===== src/rtl/str_cic_interp.sv =====
// AXI-stream CIC interpolator: N combs at input rate, zero-stuff by R, N integrators at output rate.
// Output is the last integrator scaled by R^(N-1), which gives unity DC gain.
module str_cic_interp #(
    parameter int DW = 24,
    parameter int R  = 4,
    parameter int N  = 3
) (
    input  logic                 clk,
    input  logic                 rst_n,
    input  logic signed [DW-1:0] s_axis_tdata,
    input  logic                 s_axis_tvalid,
    output logic                 s_axis_tready,
    input  logic                 s_axis_tlast,
    output logic signed [DW-1:0] m_axis_tdata,
    output logic                 m_axis_tvalid,
    input  logic                 m_axis_tready,
    output logic                 m_axis_tlast
);

    localparam int LR = $clog2(R);
    localparam int IW = DW + N * LR;
    localparam int SH = (N - 1) * LR;
    localparam logic [LR-1:0] LAST_PHASE = LR'(R - 1);

    typedef logic signed [IW-1:0] acc_t;

    acc_t          comb_dly [N];
    acc_t          integ    [N];
    acc_t          comb_out [N+1];
    acc_t          integ_nxt[N];
    acc_t          integ_in;
    acc_t          hold;
    logic          tlast_hold;
    logic [LR-1:0] phase;
    logic          busy;
    logic          accept;
    logic          advance;
    logic          last_phase;

    assign last_phase    = (phase == LAST_PHASE);
    assign advance       = busy & (~m_axis_tvalid | m_axis_tready);
    assign s_axis_tready = rst_n & (~busy | (advance & last_phase));
    assign accept        = s_axis_tvalid & s_axis_tready;

    // NOTE: combinational datapath uses blocking '=' so each stage sees the value computed just above it.
    always_comb begin
        comb_out[0] = {{(IW-DW){s_axis_tdata[DW-1]}}, s_axis_tdata};
        for (int i = 0; i < N; i++) begin
            comb_out[i+1] = comb_out[i] - comb_dly[i];
        end
    end

    // Zero-stuffing: only the first beat of each input sample feeds the integrator chain.
    always_comb begin
        integ_in     = (phase == '0) ? hold : '0;
        integ_nxt[0] = integ[0] + integ_in;
        for (int i = 1; i < N; i++) begin
            integ_nxt[i] = integ[i] + integ_nxt[i-1];
        end
    end

    // NOTE: the comb/integrator arrays are filter state, not storage, so they are reset like any register.
    always_ff @(posedge clk or negedge rst_n) begin
        if (!rst_n) begin
            for (int i = 0; i < N; i++) begin
                comb_dly[i] <= '0;
                integ[i]    <= '0;
            end
            hold          <= '0;
            tlast_hold    <= 1'b0;
            phase         <= '0;
            busy          <= 1'b0;
            m_axis_tdata  <= '0;
            m_axis_tvalid <= 1'b0;
            m_axis_tlast  <= 1'b0;
        end else begin
            if (accept) begin
                for (int i = 0; i < N; i++) begin
                    comb_dly[i] <= comb_out[i];
                end
                hold       <= comb_out[N];
                tlast_hold <= s_axis_tlast;
            end

            if (advance) begin
                for (int i = 0; i < N; i++) begin
                    integ[i] <= integ_nxt[i];
                end
                m_axis_tdata  <= DW'(integ_nxt[N-1] >>> SH);
                m_axis_tvalid <= 1'b1;
                m_axis_tlast  <= tlast_hold & last_phase;
            end else if (m_axis_tready) begin
                m_axis_tvalid <= 1'b0;
            end

            // A same-cycle accept on the final beat restarts the phase with busy held high.
            if (accept) begin
                busy  <= 1'b1;
                phase <= '0;
            end else if (advance) begin
                phase <= phase + 1'b1;
                if (last_phase) begin
                    busy <= 1'b0;
                end
            end
        end
    end

endmodule


===== config.mk =====
export PLATFORM = sky130hd
export DESIGN_NAME = str_cic_interp
export DESIGN_NICKNAME = d
export VERILOG_FILES = /design/src/rtl/str_cic_interp.sv
export SDC_FILE = /design/constraint.sdc
export NUM_CORES = 1
export LEC_CHECK = 0
export CAP_MARGIN = 10
export CORE_MARGIN = 2
export CORE_UTILIZATION = 61
export CTS_CLUSTER_SIZE = 12
export DETAILED_ROUTE_END_ITERATION = 8
export PLACE_DENSITY = 0.8
export SYNTH_ARGS = -nofsm -noshare
export SYNTH_HDL_FRONTEND = slang
export SYNTH_SLANG_ARGS = --single-unit

===== constraint.sdc =====
create_clock -name clk -period 8.2 [get_ports clk]
set_input_delay 2.05 -clock clk [delete_from_list [all_inputs] [get_ports clk]]
set_output_delay 2.05 -clock clk [all_outputs]
set_load 0.02 [all_outputs]

==> impl_results.md <==
* R2r endpoint: integ[27]$_DFFE_PN0P_
* Total of warnings raised by yosys at 0
* Number of buffers created by CTS at 17
* Port Buffer Count at 55
* Fin area at 16290 um2
* Setup bufs post-CTS at 0
* Yosys cell types at 67
* CTS tree: done
* FF-to-FF path depth at 30
* Global-route wire length before repair at 51450 um
* CP peak stage delay at 640 ps
* Cell taking the most area after synthesis: dfrtp_1
* Worst EP arrival at 8100 ps
* DRT antenna net count at 0
* Worst r2r src: phase[0]$_DFFE_PN0P_
* Root buffer cell: clkbuf_16
* Slew Viols, Final at 0
* Vias in the first global route at 11811
* Setup crit end kind: register
* Area Overhead vs Synth at 8.610%
* Most common flop cell mapped by yosys: dfrtp_1
* Worst hold path depth at 2
* Minimum clock period at 7727 ps
* CP Class: register to register
* Layout fillers at 1945
* Clk pin slew, worst setup/hold paths at 70 ps
* Max clock buf depth at 2
* Post-Syn Area at 15000 um2
* Yosys reg bits at 193
* Die width at 160.8 um
* HP Start: hold[4]$_DFFE_PN0P_
* Period utilization at 0.9423
* Reg-to-reg setup timing slack at 470 ps
* Worst Hold Path EP: hold[4]$_DFFE_PN0P_
* Congestion Overflow GR at 0
* H-tree depth at 4
* Fin util at 0.6718
* Die area at 25860 um2
* Max Cap Viol at 0
* Die Y at 160.8 um
* Max transition margin at 0.3410
* Count leader, synth: nand2_1
* Cells after synthesis at 1773
* EDFF count, synth at 0
* Ant diodes at 0
* Clock Latency Late Sink at 430 ps
* Starting DRT DRC Count at 659
* Initial antenna violation count at 0
* Outcome: completed
* DR WL/cell at 13.70 um
* Commonest cells post-synth: nand2_1 (293), dfrtp_1 (193), ha_1 (162), o21ai_0 (159), inv_1 (119)
* Cell mode on critical path: ha_1
* Worst setup margin at 472.9 ps
* CP required at 8570 ps
* Max Clock Freq at 129.4 MHz
* Slowest cell on crit path: or4b_2
* Initial core utilization at 0.6185
* Share of the yosys chip area belonging to registers at 0.3220
* DRT Wirelength at 29120 um
* Core box area at 24250 um2
* Clock skew at 9.382 ps
* Drc violations at 0
* Area after DPL at 15700 um2
* Cell row count at 57
* Cts hold-fix bufs at 0
* Area share of the largest cell type after synthesis at 0.3220
* Type of origin of the critical path: register
* Vias per cell at 5.705
* Sink Count at 193
* Unrepaired setup endpoints after global routing: false
* Routed vias at 12123
* Fin. Hold Viols at 0
* Total GRT Usage at 0.2334
* Hold slack at 471.0 ps
* Total I/O pin count at 56
* Worst Tran Pin Value at 988.4 ps
* Largest net degree at the start of global routing at 88
* HPWL after detailed placement at 21710 um
* Syn Area/Cell at 8.459 um2
* Setup violators final at 0
* Fraction of layout cells with a size suffix above 1 at 0.05608
* GPL Wtd Cong at 0.9295
* Layout Nets at 1985
* Hold crit path type: register to register
* Dpl ws at -157.9 ps
* Asr flop ratio synth at 1.000
* Area contributors post-synth: dfrtp_1 (32%), ha_1 (14%), nand2_1 (7.3%)
* Critical Path Fanout Max at 28
* Syn nets at 1970
* DR pass1 iterations at 5
==> cell type report <==
type | instances | area, um2 | share of cell area
inverter | 119 | 446.7 | 0.02742
tap | 324 | 405.4 | 0.02489
clock buffer | 22 | 474.2 | 0.02911
sequential | 193 | 4830 | 0.2965
clock inverter | 10 | 101.3 | 0.006222
multi-input combinational | 1391 | 9395 | 0.5768
timing repair buffer | 66 | 636.9 | 0.03910
==> cells by family (layout without fill, tap and decap cells) <==
family / after synthesis / count (layout) / share of synthesized area
flops: 193 / 193 / 0.3220
simple gates: 576 / 576 / 0.1765
buf+inv: 189 / 217 / 0.05331
xor+xnor: 136 / 136 / 0.08034
compound gates: 476 / 476 / 0.1985
fa+ha+maj: 168 / 168 / 0.1432
mux: 35 / 35 / 0.02620
==> flip-flops by register name, summed over array words and instances, names as in the netlist <==
register / flops
busy: 1
comb_dly: 75
hold: 28
integ: 61
m_axis_tdata: 23
m_axis_tlast: 1
m_axis_tvalid: 1
phase: 2
tlast_hold: 1
==> worst max-delay path by stage <==
stage / start / endpoint / slack, ps / depth (start not counted)
4_1_cts: s_axis_tdata[0] / hold[25]$_DFFE_PN0P_ / 290 / 26
3_5_place_dp: s_axis_tdata[0] / hold[25]$_DFFE_PN0P_ / -160 / 26
5_1_grt: s_axis_tdata[1] / hold[26]$_DFFE_PN0P_ / 60 / 26
2_1_floorplan: s_axis_tdata[0] / hold[24]$_DFFE_PN0P_ / 890 / 24
3_3_place_gp: s_axis_tdata[0] / hold[25]$_DFFE_PN0P_ / 90 / 26
6_report: phase[0]$_DFFE_PN0P_ / integ[27]$_DFFE_PN0P_ / 470 / 30
==> timing repair <==
item,4_1_cts,5_1_grt
gates resized for setup,0,3
endpoints found under the setup margin,0,4
endpoints found under the hold margin,0,0
==> critical path: cells and delay by family, from the launching register on <==
family | cells | cell delay, ps
muxes | 1 | 270
buffers and inverters | 3 | 350
and+or+nand+nor | 11 | 2540
xor gates and xnor gates | 2 | 520
AOI/OAI and AO/OA | 8 | 2180
DFF | 1 | 410
adders and majority gates | 5 | 1390
==> placed cells by master, fill, tap and decap left out, types with 18 or more instances in the layout <==
cell,netlist,final
a21oi_1,107,107
nor3_1,25,25
and2_1,34,33
nor2b_1,24,24
o21ai_0,159,159
mux2_2,34,34
a21o_1,52,52
xnor2_1,83,83
clkdlybuf4s50_1,0,54
nand2_1,293,292
nand3_1,22,21
nor2_1,89,89
dfrtp_1,193,193
inv_1,119,119
o21a_1,37,37
ha_1,162,162
nand2b_1,18,18
xor2_1,52,52
==> routing by layer <==
metal / routed length, um / up-vias / track usage
met1: 13430 / 5634 / 0.2885
met4: 656 / 0 / 0.07346
met5: 0 / - / 0
met2: 14120 / 239 / 0.4228
li1: - / 6192 / -
met3: 904 / 58 / 0.03228
==> through the flow <==
stage                     instances  TNS [ps]
after global routing           2125         0
after detailed placement       2093    -483.5
after CTS                      2125         0
after floorplan                1773         0
after global placement         2093         0
final                          2125         0
Power is not shown: default switching activity piles up to over one toggle a cycle in this logic, so the estimate is an artifact.
